**config.mk**
```make
export PLATFORM = sky130hd
export DESIGN_NAME = alu_arbiter
export DESIGN_NICKNAME = d
export VERILOG_FILES = /design/src/rtl/alu_pkg.sv /design/src/rtl/alu_core.sv /design/src/rtl/alu_arbiter.sv
export SDC_FILE = /design/constraint.sdc
export NUM_CORES = 1
export LEC_CHECK = 0
export CAP_MARGIN = 10
export CORE_AREA = 4 4 142 144
export DETAILED_ROUTE_END_ITERATION = 16
export DIE_AREA = 0 0 146 148
export GPL_ROUTABILITY_DRIVEN = 0
export PLACE_DENSITY = 0.8
export SLEW_MARGIN = 20
export SYNTH_ARGS = -nofsm -noshare
export SYNTH_HDL_FRONTEND = slang
export SYNTH_SLANG_ARGS = --single-unit
```
**constraint.sdc**
```tcl
create_clock -name clk -period 75.5 [get_ports clk]
set_clock_uncertainty 0.05 [all_clocks]
set_input_delay 15.1 -clock clk [delete_from_list [all_inputs] [get_ports clk]]
set_output_delay 15.1 -clock clk [all_outputs]
set_load 0.03 [all_outputs]
```
**src/rtl/alu_pkg.sv**
```systemverilog
// Shared types and constants for the ALU arbiter and its combinational core.
package alu_pkg;

  localparam int unsigned ALU_DATA_W = 8;
  localparam int unsigned ALU_RES_W  = 16;

  localparam logic [ALU_RES_W-1:0] DIV0_RESULT = 16'hFFFF;

  // Opcode encoding carried on req_op, 3 bits per requester
  typedef enum logic [2:0] {
    OpAdd  = 3'd0,
    OpSub  = 3'd1,
    OpMul  = 3'd2,
    OpDiv  = 3'd3,
    OpAnd  = 3'd4,
    OpOr   = 3'd5,
    OpXor  = 3'd6,
    OpPass = 3'd7
  } alu_op_e;

  // Sequencer states: grant/capture, execute, hold response
  typedef enum logic [1:0] {
    StIdle = 2'd0,
    StExec = 2'd1,
    StResp = 2'd2
  } arb_state_e;

endpackage

```
**src/rtl/alu_core.sv**
```systemverilog
// Purely combinational 8-bit ALU producing a 16-bit result, zero and
// divide-by-zero flags. All results are zero-extended except SUB, which is the
// full 16-bit two's complement difference.
module alu_core
  import alu_pkg::*;
(
  input  logic [ALU_DATA_W-1:0] a,
  input  logic [ALU_DATA_W-1:0] b,
  input  alu_op_e               op,
  output logic [ALU_RES_W-1:0]  result,
  output logic                  zero,
  output logic                  err
);

  logic [ALU_RES_W-1:0] a_ext;
  logic [ALU_RES_W-1:0] b_ext;

  assign a_ext = {{(ALU_RES_W - ALU_DATA_W){1'b0}}, a};
  assign b_ext = {{(ALU_RES_W - ALU_DATA_W){1'b0}}, b};

  // Decode opcode into result and flags
  always_comb begin
    result = '0;
    err    = 1'b0;
    unique case (op)
      // Operands are zero-extended, so the 9-bit carry lands in bit 8
      OpAdd:  result = a_ext + b_ext;
      OpSub:  result = a_ext - b_ext;
      OpMul:  result = a_ext * b_ext;
      OpDiv: begin
        if (b == '0) begin
          result = DIV0_RESULT;
          err    = 1'b1;
        end else begin
          result = a_ext / b_ext;
        end
      end
      OpAnd:  result = a_ext & b_ext;
      OpOr:   result = a_ext | b_ext;
      OpXor:  result = a_ext ^ b_ext;
      OpPass: result = a_ext;
      default: result = '0;
    endcase
    // Divide-by-zero never reports zero even though the flag logic could
    zero = (result == '0) && !err;
  end

endmodule

```
**src/rtl/alu_arbiter.sv**
```systemverilog
// Round-robin arbiter/sequencer sharing one alu_core among NUM_REQ requesters.
// One operation in flight at a time: IDLE grants and captures, EXEC registers
// the ALU outputs, RESP holds the response until resp_ready.
// Optional feature: define ALU_ARB_STATS_EN to add saturating per-requester
// grant counters exposed on stat_grants.
module alu_arbiter
  import alu_pkg::*;
#(
  parameter int unsigned NUM_REQ = 4,
  parameter int unsigned ID_W    = $clog2(NUM_REQ)
) (
  input  logic                            clk,
  input  logic                            rst,
  input  logic [NUM_REQ-1:0]              req_valid,
  output logic [NUM_REQ-1:0]              req_ready,
  input  logic [NUM_REQ*ALU_DATA_W-1:0]   req_a,
  input  logic [NUM_REQ*ALU_DATA_W-1:0]   req_b,
  input  logic [NUM_REQ*3-1:0]            req_op,
  output logic                            resp_valid,
  input  logic                            resp_ready,
  output logic [ID_W-1:0]                 resp_id,
  output logic [ALU_RES_W-1:0]            resp_result,
  output logic                            resp_zero,
  output logic                            resp_err
`ifdef ALU_ARB_STATS_EN
  ,
  output logic [NUM_REQ*16-1:0]           stat_grants
`endif
);

  arb_state_e            state_q;
  logic [ID_W-1:0]       rr_ptr_q;
  logic [ID_W-1:0]       id_q;
  logic [ALU_DATA_W-1:0] a_q;
  logic [ALU_DATA_W-1:0] b_q;
  alu_op_e               op_q;

  logic                  resp_valid_q;
  logic [ALU_RES_W-1:0]  result_q;
  logic                  zero_q;
  logic                  err_q;

  logic                  any_valid;
  logic [ID_W-1:0]       win_id;
  int unsigned           idx;
  logic [ID_W-1:0]       next_ptr;

  logic [ALU_RES_W-1:0]  core_result;
  logic                  core_zero;
  logic                  core_err;

`ifdef ALU_ARB_STATS_EN
  logic [15:0] grant_cnt_q [NUM_REQ];
`endif

  // Round-robin search: first valid requester at or after rr_ptr, wrapping
  always_comb begin
    any_valid = 1'b0;
    win_id    = '0;
    idx       = 0;
    for (int unsigned i = 0; i < NUM_REQ; i++) begin
      idx = (32'(rr_ptr_q) + i) % NUM_REQ;
      if (!any_valid && req_valid[idx]) begin
        any_valid = 1'b1;
        win_id    = ID_W'(idx);
      end
    end
  end

  // Ready goes to the winner only while idle; held off during reset
  always_comb begin
    req_ready = '0;
    if (!rst && (state_q == StIdle) && any_valid) begin
      req_ready[win_id] = 1'b1;
    end
  end

  // Pointer moves past the requester that just completed, wrapping at NUM_REQ
  assign next_ptr = (id_q == ID_W'(NUM_REQ - 1)) ? '0 : id_q + 1'b1;

  alu_core u_alu_core (
    .a      (a_q),
    .b      (b_q),
    .op     (op_q),
    .result (core_result),
    .zero   (core_zero),
    .err    (core_err)
  );

  // Sequencer FSM with operand capture and registered response
  always_ff @(posedge clk) begin
    if (rst) begin
      state_q      <= StIdle;
      rr_ptr_q     <= '0;
      id_q         <= '0;
      a_q          <= '0;
      b_q          <= '0;
      op_q         <= OpAdd;
      resp_valid_q <= 1'b0;
      result_q     <= '0;
      zero_q       <= 1'b0;
      err_q        <= 1'b0;
`ifdef ALU_ARB_STATS_EN
      for (int unsigned i = 0; i < NUM_REQ; i++) begin
        grant_cnt_q[i] <= '0;
      end
`endif
    end else begin
      unique case (state_q)
        StIdle: begin
          if (any_valid) begin
            id_q    <= win_id;
            a_q     <= req_a[ALU_DATA_W*win_id +: ALU_DATA_W];
            b_q     <= req_b[ALU_DATA_W*win_id +: ALU_DATA_W];
            op_q    <= alu_op_e'(req_op[3*win_id +: 3]);
            state_q <= StExec;
`ifdef ALU_ARB_STATS_EN
            if (grant_cnt_q[win_id] != 16'hFFFF) begin
              grant_cnt_q[win_id] <= grant_cnt_q[win_id] + 16'd1;
            end
`endif
          end
        end
        StExec: begin
          result_q     <= core_result;
          zero_q       <= core_zero;
          err_q        <= core_err;
          resp_valid_q <= 1'b1;
          state_q      <= StResp;
        end
        StResp: begin
          if (resp_ready) begin
            resp_valid_q <= 1'b0;
            rr_ptr_q     <= next_ptr;
            state_q      <= StIdle;
          end
        end
        default: state_q <= StIdle;
      endcase
    end
  end

  assign resp_valid  = resp_valid_q;
  assign resp_id     = id_q;
  assign resp_result = result_q;
  assign resp_zero   = zero_q;
  assign resp_err    = err_q;

`ifdef ALU_ARB_STATS_EN
  for (genvar g = 0; g < NUM_REQ; g++) begin : g_stat
    assign stat_grants[16*g +: 16] = grant_cnt_q[g];
  end
`endif

endmodule

```
==> qor.json <==
{
  "seqCellArea": {"value": 881, "unit": "sq um"},
  "period_needed": {"value": 33650, "unit": "ps"},
  "cp_num_buf_inv": {"value": 4},
  "postSynthAreaPerCell": {"value": 7.42, "unit": "sq um"},
  "critical_path.endpoint_type": {"value": "register"},
  "cts_sinks": {"value": 44},
  "cts_root_buffer": {"value": "sky130_fd_sc_hd__clkbuf_16"},
  "drive_above_1_share": {"value": 6.73, "unit": "%"},
  "totalNegativeSetupSlack": {"value": 0, "unit": "ps"},
  "route.vias.total": {"value": 11072},
  "worst_skew_pair.late_latency": {"value": 290, "unit": "ps"},
  "global_route.usage.met3": {"value": 4.45, "unit": "%"},
  "place.detailed.instances": {"value": 1772},
  "io_buffer_count": {"value": 107},
  "yosys_warnings": {"value": 0},
  "rows": {"value": 50},
  "synth_async_sr_flop_share": {"value": 0, "unit": "%"},
  "max_freq": {"value": 29.7, "unit": "MHz"},
  "timing.critical_path.slowest_stage_cell": {"value": "sky130_fd_sc_hd__o32ai_2"},
  "drt-pass1-iter-count": {"value": 5},
  "crit_path_frequent_cell": {"value": "sky130_fd_sc_hd__a21oi_1"},
  "post_synth_inst_count": {"value": 1465},
  "report.final.hold_viol_count": {"value": 0},
  "timing_worst_slew_pin_value": {"value": 1080, "unit": "ps"},
  "wire_per_inst": {"value": 17.2, "unit": "um"},
  "die_outline_area": {"value": 0.0216, "unit": "sq mm"},
  "start_kind": {"value": "register"},
  "cp_top_family": {"value": "compound AO/OA/AOI/OAI gates"},
  "critical_path_required": {"value": 75640, "unit": "ps"},
  "grt.busiest_layer": {"value": "met2"},
  "max-slew-margin-rel": {"value": 28.1, "unit": "%"},
  "post_cts_resize_count": {"value": 0},
  "mostFrequentLayoutCell": {"value": "sky130_fd_sc_hd__nor2_1"},
  "cap_viol_max_count": {"value": 0},
  "drt-vias-per-instance": {"value": 6.22},
  "multi_input_gate_area": {"value": 0.00936, "unit": "sq mm"},
  "status": {"value": "finished, final reports clean"},
  "antenna_found_initial": {"value": 0},
  "rsz0062_at_grt": {"value": "no"},
  "final.period_utilization": {"value": 44.6, "unit": "%"},
  "yosys-top-cells-area": {"value": "sky130_fd_sc_hd__ha_1 19%, sky130_fd_sc_hd__dfxtp_1 8.1%, sky130_fd_sc_hd__fa_1 7.0%, sky130_fd_sc_hd__nor2_1 5.8%, sky130_fd_sc_hd__a21oi_1 5.5%"},
  "number_of_distinct_library_cells_after_synthesis": {"value": 92},
  "mappedNetlistArea": {"value": 0.0109, "unit": "sq mm"},
  "tritoncts": {"value": "done"},
  "antenna_cells": {"value": 0},
  "first_global_vias": {"value": 11080},
  "first_pass_grt_wire_length": {"value": 50800, "unit": "um"},
  "final_cells": {"value": 1780},
  "detailed_place_hpwl": {"value": 24300, "unit": "um"},
  "arrival_time_of_data_at_the_critical_path_endpoint": {"value": 33790, "unit": "ps"},
  "global_route.usage.met1": {"value": 32.8, "unit": "%"},
  "drt.antenna.violating_nets": {"value": 0},
  "filler_cell_count": {"value": 1648},
  "cts_post_setup_buffers_inserted": {"value": 0},
  "chip_width": {"value": 146, "unit": "um"},
  "drc_violation_count_after_routing": {"value": 0},
  "start_util": {"value": 58.1, "unit": "%"},
  "report.final.slew_viol_count": {"value": 0},
  "layout.cells.most_common_list": {"value": "168 x sky130_fd_sc_hd__nor2_1, 164 x sky130_fd_sc_hd__ha_1, 145 x sky130_fd_sc_hd__nand2_1"},
  "area_delta_synth_final": {"value": 13.4, "unit": "%"},
  "synth.yosys.seq_area_share": {"value": 8.10, "unit": "%"},
  "worstSetupPathType": {"value": "register to register"},
  "nets_final": {"value": 1830},
  "timing.critical_path.fanout_max": {"value": 24},
  "grt.total_usage": {"value": 27.7, "unit": "%"},
  "placeableCoreArea": {"value": 0.0187, "unit": "sq mm"},
  "clockBufferDepth": {"value": 2},
  "cts_hold_buf": {"value": 0},
  "drt_wl_total": {"value": 30600, "unit": "um"},
  "number_of_h_tree_branching_levels": {"value": 2},
  "dominantRegCellSynth": {"value": "sky130_fd_sc_hd__dfxtp_1"},
  "grt_remaining_overflow": {"value": 0},
  "num_io_pins": {"value": 108},
  "global_route.usage.met2": {"value": 49.3, "unit": "%"},
  "synth.largest_area_cell": {"value": "sky130_fd_sc_hd__ha_1"},
  "synth_enable_flop_cells": {"value": 0},
  "synth.top_cell.area_share": {"value": 18.9, "unit": "%"},
  "synth_seq_cells": {"value": 44},
  "chipHeight": {"value": 148, "unit": "um"},
  "hold_path_class": {"value": "register to register"},
  "detailedRoute.firstIterationViolations": {"value": 626},
  "grt_start_max_net_pins": {"value": 46},
  "report.final.setup_viol": {"value": 0},
  "clk_pin_slew_worst_paths": {"value": 70, "unit": "ps"},
  "cts-buffers-inserted": {"value": 5},
  "worst_path_largest_cell_delay": {"value": 680, "unit": "ps"}
}
[area by class of cell]
cell class              instances  share of cell area (%)
clock buffers                   6                    1.13
clock inverters                 2                   0.122
inverters                     115                    3.50
multi-input cells            1254                    75.9
flip-flops and latches         44                    7.15
well taps                     234                    2.38
repair buffers                125                    9.78
[worst paths after layout]
path,startpoint,to,slack [ps],depth (start not counted)
hold / removal,resp_result[5],resp_result[5],410,2
setup / recovery,b_q[1],resp_result[0],41850,137
hold reg to reg,resp_result[5],resp_result[5],410,2
setup reg to reg,b_q[1],resp_result[0],41850,137
[registers in the layout, indices dropped and copies added, names as in the netlist]
register     count
resp_err         1
resp_zero        1
resp_result     16
rr_ptr_q         2
op_q             3
resp_id          2
state_q          2
resp_valid       1
b_q              8
a_q              8
[synthesized netlist by cell type, types with 10 or more instances]
master	instances
sky130_fd_sc_hd__o21a_1	36
sky130_fd_sc_hd__o31ai_1	10
sky130_fd_sc_hd__o21bai_1	14
sky130_fd_sc_hd__nand4_1	11
sky130_fd_sc_hd__or2_2	13
sky130_fd_sc_hd__a21oi_1	119
sky130_fd_sc_hd__xor2_1	21
sky130_fd_sc_hd__nand3_1	19
sky130_fd_sc_hd__clkbuf_1	50
sky130_fd_sc_hd__a21o_1	19
sky130_fd_sc_hd__fa_1	38
sky130_fd_sc_hd__ha_1	164
sky130_fd_sc_hd__and2_1	20
sky130_fd_sc_hd__mux2_2	23
sky130_fd_sc_hd__and2_0	11
sky130_fd_sc_hd__nor2_1	168
sky130_fd_sc_hd__a211oi_1	34
sky130_fd_sc_hd__mux2i_1	14
sky130_fd_sc_hd__nand2b_1	15
sky130_fd_sc_hd__inv_1	114
sky130_fd_sc_hd__nor2b_1	14
sky130_fd_sc_hd__a311oi_1	20
sky130_fd_sc_hd__o211ai_1	14
sky130_fd_sc_hd__nor3_1	36
sky130_fd_sc_hd__nand2_1	145
sky130_fd_sc_hd__dfxtp_1	44
sky130_fd_sc_hd__and3_1	12
sky130_fd_sc_hd__o21ai_0	52
sky130_fd_sc_hd__or3_1	10
sky130_fd_sc_hd__xnor2_1	52
[per-stage QoR]
step | util, % | cell area [sq um] | hold slack, ps | setup slack (ps)
after floorplan | - | 10900 | 455 | 43390
after global placement | 65.1 | 12200 | 397 | 42540
after detailed placement | 65.1 | 12200 | 408 | 42480
after CTS | 65.9 | 12300 | 414 | 42280
after global routing | 65.9 | 12300 | 442 | 39440
final | 65.9 | 12300 | 412 | 41850
[routing by layer]
metal	up-vias	share of wire (%)
met5	-	0
met4	0	4.6
met3	101	7.6
met2	422	47
met1	5123	41
li1	5426	-
[cell families (layout without fill, tap and decap cells)]
kind of cell	Yosys count	in the layout	share of synthesized area (%)
XOR/XNOR	73	73	5.88
buffers and inverters	174	248	6.21
AO/OA/AOI/OAI	419	419	26.8
AND/OR/NAND/NOR	508	508	22.3
adder cells (fa/ha/maj)	202	202	25.9
multiplexers	44	44	4.81
other	1	8	0.0345
flip-flops	44	44	8.10
[worst min-delay path: stages, from the launching register on]
cell and delay, ps:
sky130_fd_sc_hd__dfxtp_1 310, sky130_fd_sc_hd__nand2_1 50, sky130_fd_sc_hd__a21oi_1 50
Power is not shown: default switching activity piles up to over one toggle a cycle in this logic, so the estimate is an artifact.
